<file path="config.mk">
export PLATFORM = sky130hd
export DESIGN_NAME = tcp_tmp_rx_buf_reader
export DESIGN_NICKNAME = d
export VERILOG_FILES = /design/src/rtl/tcp_pkg.sv /design/src/rtl/tcp_tmp_rx_buf_reader_fifo.sv /design/src/rtl/tcp_tmp_rx_buf_reader.sv
export SDC_FILE = /design/constraint.sdc
export NUM_CORES = 1
export LEC_CHECK = 0
export ABC_AREA = 0
export CORE_AREA = 2 2 430 432
export DETAILED_ROUTE_END_ITERATION = 8
export DIE_AREA = 0 0 432 434
export SYNTH_ARGS = -nofsm -noshare
export SYNTH_HDL_FRONTEND = slang
export SYNTH_SLANG_ARGS = --single-unit
</file>
<file path="constraint.sdc">
create_clock -name clk -period 31.6 [get_ports clk]
set_clock_uncertainty 0.1 [all_clocks]
set_input_delay 6.32 -clock clk [delete_from_list [all_inputs] [get_ports clk]]
set_output_delay 6.32 -clock clk [all_outputs]
set_load 0.05 [all_outputs]
</file>
<file path="src/rtl/tcp_pkg.sv">
// ============================================================================
//  Module      : tcp_pkg
//  Description : Shared TCP datapath types and widths used by the RX
//                temporary payload buffer and its reader.
//  Revision    : 1.0  initial release
// ============================================================================
`default_nettype none

package tcp_pkg;

    // Width of one MAC-side line / flit in bits
    localparam int MAC_INTERFACE_W       = 512;
    // Byte address width of the RX temporary payload buffer
    localparam int RX_TMP_BUF_ADDR_W     = 14;
    // Line address width of the RX temporary payload buffer memory
    localparam int RX_TMP_BUF_MEM_ADDR_W = RX_TMP_BUF_ADDR_W - $clog2(MAC_INTERFACE_W / 8);
    // Width of a TCP total-length field
    localparam int TOT_LEN_W             = 16;

    // One buffered payload: slab start address and payload length in bytes
    typedef struct packed {
        logic [RX_TMP_BUF_ADDR_W-1:0] payload_addr;
        logic [TOT_LEN_W-1:0]         payload_len;
    } payload_buf_struct;

endpackage

`default_nettype wire

</file>
<file path="src/rtl/tcp_tmp_rx_buf_reader_fifo.sv">
// ============================================================================
//  Module      : tcp_tmp_rx_buf_reader_fifo
//  Description : Two-entry registered FIFO holding {data, last, padbytes}
//                flits between the tmp-buffer memory and the downstream
//                consumer. Exposes its occupancy so the reader can throttle
//                read requests.
//  Revision    : 1.0  initial release
// ============================================================================
`default_nettype none

module tcp_tmp_rx_buf_reader_fifo #(
    parameter int DATA_W = 512,
    parameter int PAD_W  = 6
) (
    input  logic              clk,
    input  logic              rst,
    input  logic              i_push,
    input  logic [DATA_W-1:0] i_push_data,
    input  logic              i_push_last,
    input  logic [PAD_W-1:0]  i_push_pad,
    input  logic              i_pop,
    output logic              o_val,
    output logic [DATA_W-1:0] o_data,
    output logic              o_last,
    output logic [PAD_W-1:0]  o_pad,
    output logic [1:0]        o_count
);

    localparam int C_ENTRY_W = DATA_W + 1 + PAD_W;

    logic [C_ENTRY_W-1:0] r_mem [2];
    logic                 r_wr_ptr;
    logic                 r_rd_ptr;
    logic [1:0]           r_count;
    logic                 w_pop;
    logic [C_ENTRY_W-1:0] w_head;

    // A pop with nothing stored is ignored so the pointers can never skew
    assign w_pop   = i_pop && (r_count != 2'd0);
    assign w_head  = r_mem[r_rd_ptr];
    assign o_val   = (r_count != 2'd0);
    assign o_data  = w_head[C_ENTRY_W-1 -: DATA_W];
    assign o_last  = w_head[PAD_W];
    assign o_pad   = w_head[PAD_W-1:0];
    assign o_count = r_count;

    // Storage write: data registers carry no reset
    always_ff @(posedge clk) begin
        if (i_push) begin
            r_mem[r_wr_ptr] <= {i_push_data, i_push_last, i_push_pad};
        end
    end

    // Pointer and occupancy tracking; push and pop together keep the count
    always_ff @(posedge clk) begin
        if (rst) begin
            r_wr_ptr <= 1'b0;
            r_rd_ptr <= 1'b0;
            r_count  <= 2'd0;
        end else begin
            if (i_push) begin
                r_wr_ptr <= ~r_wr_ptr;
            end
            if (w_pop) begin
                r_rd_ptr <= ~r_rd_ptr;
            end
            case ({i_push, w_pop})
                2'b10:   r_count <= r_count + 2'd1;
                2'b01:   r_count <= r_count - 2'd1;
                default: r_count <= r_count;
            endcase
        end
    end

    // Writing into a full FIFO without a simultaneous pop would lose a line
    always_ff @(posedge clk) begin
        if (!rst) begin
            assert (!(i_push && !w_pop && (r_count == 2'd2)));
        end
    end

endmodule

`default_nettype wire

</file>
<file path="src/rtl/tcp_tmp_rx_buf_reader.sv">
// ============================================================================
//  Module      : tcp_tmp_rx_buf_reader
//  Description : Read side of the RX temporary payload buffer. Accepts one
//                {slab addr, payload len} entry, reads its lines from the
//                tmp-buffer memory, streams them downstream with last and
//                padbytes, then returns the slab to the allocator.
//  Revision    : 1.0  initial release
// ============================================================================
`default_nettype none

module tcp_tmp_rx_buf_reader
    import tcp_pkg::*;
#(
    parameter  int DATA_W     = MAC_INTERFACE_W,
    parameter  int ADDR_W     = RX_TMP_BUF_ADDR_W,
    parameter  int MEM_ADDR_W = RX_TMP_BUF_MEM_ADDR_W,
    parameter  int LEN_W      = TOT_LEN_W,
    localparam int BYTES      = DATA_W / 8,
    localparam int BYTES_W    = $clog2(BYTES)
) (
    input  logic                  clk,
    input  logic                  rst,

    input  logic                  src_reader_req_val,
    input  payload_buf_struct     src_reader_req_entry,
    output logic                  src_reader_req_rdy,

    output logic                  reader_mem_rd_req_val,
    output logic [MEM_ADDR_W-1:0] reader_mem_rd_req_addr,
    input  logic                  mem_reader_rd_req_rdy,

    input  logic                  mem_reader_rd_resp_val,
    input  logic [DATA_W-1:0]     mem_reader_rd_resp_data,

    output logic                  reader_dst_data_val,
    output logic [DATA_W-1:0]     reader_dst_data,
    output logic                  reader_dst_data_last,
    output logic [BYTES_W-1:0]    reader_dst_data_padbytes,
    input  logic                  dst_reader_data_rdy,

    output logic                  reader_free_slab_req_val,
    output logic [ADDR_W-1:0]     reader_free_slab_req_addr,
    input  logic                  free_slab_reader_req_rdy
);

    // Enough bits to hold ceil(2^LEN_W-1 / BYTES)
    localparam int C_LINES_W = LEN_W - BYTES_W + 1;

    typedef enum logic [1:0] {
        S_IDLE  = 2'd0,
        S_READ  = 2'd1,
        S_DRAIN = 2'd2,
        S_FREE  = 2'd3
    } state_e;

    state_e                r_state;
    state_e                w_state_nxt;

    logic [ADDR_W-1:0]     r_addr;
    logic [BYTES_W-1:0]    r_pad;
    logic [C_LINES_W-1:0]  r_lines;
    logic [C_LINES_W-1:0]  r_issued;
    logic [C_LINES_W-1:0]  r_recv;
    logic [MEM_ADDR_W-1:0] r_rd_ptr;
    logic                  r_inflight;

    logic                  w_accept;
    logic                  w_rd_fire;
    logic                  w_pop;
    logic [1:0]            w_fifo_count;
    logic [2:0]            w_occ;
    logic [C_LINES_W-1:0]  w_lines_new;
    logic                  w_push_last;
    logic [BYTES_W-1:0]    w_push_pad;

    assign w_accept  = src_reader_req_val && src_reader_req_rdy;
    assign w_rd_fire = reader_mem_rd_req_val && mem_reader_rd_req_rdy;
    assign w_pop     = reader_dst_data_val && dst_reader_data_rdy;

    // Lines owed to the FIFO next cycle: stored + in flight, less what leaves now
    assign w_occ = {1'b0, w_fifo_count} + {2'b00, r_inflight} - {2'b00, w_pop};

    assign w_lines_new = C_LINES_W'((32'(src_reader_req_entry.payload_len) + 32'(BYTES - 1)) >> BYTES_W);

    // Tag each arriving line: the final one carries the trailing pad count
    assign w_push_last = (r_recv == (r_lines - C_LINES_W'(1)));
    assign w_push_pad  = w_push_last ? r_pad : '0;

    assign reader_mem_rd_req_addr    = r_rd_ptr;
    assign reader_free_slab_req_addr = r_addr;

    tcp_tmp_rx_buf_reader_fifo #(
        .DATA_W (DATA_W),
        .PAD_W  (BYTES_W)
    ) u_fifo (
        .clk         (clk),
        .rst         (rst),
        .i_push      (mem_reader_rd_resp_val),
        .i_push_data (mem_reader_rd_resp_data),
        .i_push_last (w_push_last),
        .i_push_pad  (w_push_pad),
        .i_pop       (w_pop),
        .o_val       (reader_dst_data_val),
        .o_data      (reader_dst_data),
        .o_last      (reader_dst_data_last),
        .o_pad       (reader_dst_data_padbytes),
        .o_count     (w_fifo_count)
    );

    // State register
    always_ff @(posedge clk) begin
        if (rst) begin
            r_state <= S_IDLE;
        end else begin
            r_state <= w_state_nxt;
        end
    end

    // Next-state and handshake outputs
    always_comb begin
        w_state_nxt              = r_state;
        src_reader_req_rdy       = 1'b0;
        reader_mem_rd_req_val    = 1'b0;
        reader_free_slab_req_val = 1'b0;
        case (r_state)
            S_IDLE: begin
                src_reader_req_rdy = 1'b1;
                if (w_accept) begin
                    w_state_nxt = (src_reader_req_entry.payload_len == '0) ? S_FREE : S_READ;
                end
            end
            S_READ: begin
                reader_mem_rd_req_val = (r_issued < r_lines) && (w_occ < 3'd2);
                if (w_rd_fire && (r_issued == (r_lines - C_LINES_W'(1)))) begin
                    w_state_nxt = S_DRAIN;
                end
            end
            S_DRAIN: begin
                if (!r_inflight && (w_fifo_count == 2'd0)) begin
                    w_state_nxt = S_FREE;
                end
            end
            S_FREE: begin
                reader_free_slab_req_val = 1'b1;
                if (free_slab_reader_req_rdy) begin
                    w_state_nxt = S_IDLE;
                end
            end
            default: w_state_nxt = S_IDLE;
        endcase
    end

    // Entry latch, read pointer and line counters
    always_ff @(posedge clk) begin
        if (rst) begin
            r_addr     <= '0;
            r_pad      <= '0;
            r_lines    <= '0;
            r_issued   <= '0;
            r_recv     <= '0;
            r_rd_ptr   <= '0;
            r_inflight <= 1'b0;
        end else begin
            r_inflight <= w_rd_fire;
            if (w_accept) begin
                r_addr   <= src_reader_req_entry.payload_addr;
                r_pad    <= BYTES_W'(BYTES - int'(src_reader_req_entry.payload_len[BYTES_W-1:0]));
                r_lines  <= w_lines_new;
                r_issued <= '0;
                r_recv   <= '0;
                // Slabs are line aligned, so the low byte-offset bits are dropped
                r_rd_ptr <= src_reader_req_entry.payload_addr[ADDR_W-1:BYTES_W];
            end else begin
                if (w_rd_fire) begin
                    r_issued <= r_issued + C_LINES_W'(1);
                    r_rd_ptr <= r_rd_ptr + MEM_ADDR_W'(1);
                end
                if (mem_reader_rd_resp_val) begin
                    r_recv <= r_recv + C_LINES_W'(1);
                end
            end
        end
    end

    // A response must always correspond to a read accepted the cycle before
    always_ff @(posedge clk) begin
        if (!rst) begin
            assert (!(mem_reader_rd_resp_val && !r_inflight));
        end
    end

endmodule

`default_nettype wire

</file>
==> flow_metrics.env <==
export IMPL_die_w_um=432
export IMPL_cts_buffer_depth=3
export IMPL_hold_path_class="flip-flop to flip-flop"
export IMPL_syn_warnings=0
export IMPL_area_growth_syn_to_layout_pct=43.3
export IMPL_rsz_0062_raised_after_global_routing="no"
export IMPL_hold_path_origin="r_pad[3]"
export IMPL_fmax_mhz=62.9
export IMPL_count_of_final_max_slew_check_failures=0
export IMPL_vdd_drop_max_v=0.0000476
export IMPL_cts_resized_gates=0
export IMPL_synthesized_flop_and_latch_total=1107
export IMPL_start_util_pct=22.6
export IMPL_postSynthNetCount=2678
export IMPL_critPathLaunch="dst_reader_data_rdy"
export IMPL_final_setup_viol_count=0
export IMPL_finalHoldViolations=0
export IMPL_grt_overflow=0
export IMPL_fin_setup_tns_ps=0
export IMPL_drt_antenna_violating_nets=0
export IMPL_worst_path_max_delay_cell="clkdlybuf4s50_1"
export IMPL_max_cap_violations=0
export IMPL_setup_worst_path_end_class="primary output"
export IMPL_grt_pass1_vias=23600
export IMPL_holdPathStages=2
export IMPL_cts_clk_slew_worst_paths_ps=50
export IMPL_critPathMaxStageDelay_ps=840
export IMPL_setup_worst_path_class="primary input to primary output"
export IMPL_timing_critical_path_max_delay_family="buffers and inverters"
export IMPL_drt_first_pass_iters=5
export IMPL_synth_largest_type_area_fraction_pct=75.6
export IMPL_regToRegSetupSlack_ps=27260
export IMPL_die_area_sq_um=187000
export IMPL_place_port_buffers=1093
export IMPL_worstPathRequired_ps=25180
export IMPL_dominant_cells_by_area_after_synthesis="edfxtp_1, mux2_2, dfxtp_1"
export IMPL_grt_first_pass_wirelength_um=180000
export IMPL_syn_inst=2106
export IMPL_worst_path_buf_inv=2
export IMPL_powerDensity_nw_per_um2=80.8
export IMPL_grt_start_max_net_pins=147
export IMPL_mostFrequentLayoutCells="clkdlybuf4s50_1, edfxtp_1, mux2_2"
export IMPL_worstSetupStartpointType="primary input"
export IMPL_max_slew_margin_pct=22.7
export IMPL_outcome="finished clean"
export IMPL_critical_path_cell_chain="clkdlybuf4s50_1, and2_1, ha_1, nand2b_1, fa_1, nand3b_1, a211oi_1, o21ai_0, nor2_1, clkdlybuf4s50_1"
export IMPL_cts_made_buffers=121
export IMPL_drc=0
export IMPL_grt_antenna_before_repair=39
export IMPL_cts_num_sinks=1107
export IMPL_finalWirelength_um=135000
export IMPL_reg2reg_from="u_fifo.o_count[1]"
export IMPL_viasPerCell=4.11
export IMPL_final_common_cell="clkdlybuf4s50_1"
export IMPL_worst_path_most_repeated_cell="clkdlybuf4s50_1"
export IMPL_detailedRoute_firstIterationViolations=1542
export IMPL_clock_tree_htree_level_count=3
export IMPL_hold_end="r_pad[3]"
export IMPL_data_arrival_time_of_the_critical_path_ps=9480
export IMPL_clock_tree_root_buffer_cell="clkbuf_16"
export IMPL_synth_yosys_seq_area_share_pct=78.9
export IMPL_num_vias=23700
export IMPL_final_layout_size_suffix_gt1_share_pct=21.7
export IMPL_post_cts_hold_buffer_count=0
export IMPL_core_rowCount=157
export IMPL_period_share_pct=50.3
export IMPL_num_nets_final=3837
export IMPL_place_gp_congestion=0.890
export IMPL_wl_per_cell_um=23.4
export IMPL_globalRouteTotalUtil_pct=13.6
export IMPL_rr_endpoint="r_issued[6]"
export IMPL_cts_post_setup_buffers_inserted=0
export IMPL_floorplan_die_height_um=434
export IMPL_layout_filler_cells=17700
export IMPL_synth_distinct_cells=57
export IMPL_power_leakage_uw=0.0194
export IMPL_num_io_pins=1094
export IMPL_critPathMaxFanout=3
export IMPL_timing_final_crit_period_ps=15900
export IMPL_clk_latency_ps=740
export IMPL_syn_cell_area_sq_um=41200
export IMPL_design_core_area_sq_um=182000
export IMPL_utilization_pct=32.4
export IMPL_tightest_slew_ps=1160
export IMPL_worst_r2r_path_cells=12
export IMPL_dp_hpwl_um=98500
export IMPL_tritoncts="yes"
export IMPL_synthesis_area_per_instance_sq_um=19.6
export IMPL_synth_area_leader="edfxtp_1"
## how the worst max path moves through the flow
stage                            end  slack [ps]  cells after the start
2_1_floorplan     u_fifo.r_mem[0][0]        1910                      3
3_3_place_gp   reader_mem_rd_req_val       15560                     10
3_5_place_dp   reader_mem_rd_req_val       15690                     10
4_1_cts        reader_mem_rd_req_val       15660                     10
5_1_grt        reader_mem_rd_req_val       15540                     10
6_report       reader_mem_rd_req_val       15700                     10
## power breakdown
group	leakage [uW]	switching (uW)	internal, uW	total, uW
combinational	0.00718	1060	575	1630
clock	0.00192	597	799	1400
sequential	0.0103	37.9	1710	1750
total	0.0194	1690	3080	4780
## stage by stage
stage / std cells / hold slack (ps) / worst slack [ps] / power [uW] / area (sq um)
3_3_place_gp: 5527 / 338 / 15560 / 3410 / 55100
2_1_floorplan: 2106 / 327 / 1910 / 2880 / 41200
6_report: 5762 / 345 / 15700 / 4780 / 59100
5_1_grt: 5762 / 372 / 15540 / 4940 / 59100
4_1_cts: 5758 / 349 / 15660 / 4840 / 59100
3_5_place_dp: 5527 / 342 / 15690 / 3420 / 55100
## synth_stat cells (all sizes together)
master   instances
nand3           15
o2bb2ai          1
a311o            1
o21bai           1
o32ai            1
and3             9
nor3             7
nand3b           3
or3b             2
dfxtp           69
o2111ai          1
mux2i            4
o21ai           13
nor3b            4
mux2           520
clkbuf          73
o31a             2
nand2b           3
and2            10
fa               1
a2111oi          2
or4              2
nor4             5
nand4           16
o31ai            3
xnor2           26
a31oi            2
inv             24
and4             1
or3              9
or2              1
buf              7
a211oi          16
nand2           66
xor2            30
o22ai            1
a21oi           42
nor2            49
a311oi           2
o221ai           1
nor2b            1
ha              22
edfxtp        1038
## cell families (layout without fill, tap and decap cells)
group / after synthesis / in the layout / synth area share, %
AND/OR/NAND/NOR: 203 / 203 / 2.44
flip-flops: 1107 / 1107 / 78.9
buffers and inverters: 104 / 1371 / 0.974
XOR/XNOR: 56 / 56 / 1.19
AO/OA/AOI/OAI: 89 / 89 / 1.45
multiplexers: 524 / 524 / 14.3
other: 0 / 4 / 0
adder cells (fa/ha/maj): 23 / 23 / 0.716
## cell type report
cell class	instances	area, sq um	area share [%]
Sequential cell	1107	32600	55.1
Timing Repair Buffer	1116	11200	18.9
Multi-Input combinational cell	895	8300	14.0
Clock buffer	161	3250	5.50
Tap cell	2385	2980	5.05
Clock inverter	70	719	1.22
Inverter	24	90.1	0.152
Antenna cell	4	10.0	0.0169
## tightest hold or removal path, delay by kind of cell, from the launching register on
kind	cells	cell delay (ps)
compound gates	1	50
simple gates	1	50
flops	1	300
## sequential cells by signal, summed over array words and instances (netlist names), 2 cells and up, named ones only
register / cells
r_pad: 6
reader_free_slab_req_addr: 14
r_state: 2
r_recv: 11
u_fifo.o_count: 2
r_lines: 11
r_issued: 11
reader_mem_rd_req_addr: 8
u_fifo.r_mem: 1038
## metal layers
metal / GRT usage (%) / part of all wire [%]
met5: 0 / 0.044
met4: 3.57 / 1.9
met3: 4.12 / 7.1
met2: 23.0 / 50
met1: 16.7 / 41
Note: power is estimated with default switching activity, not from simulation.
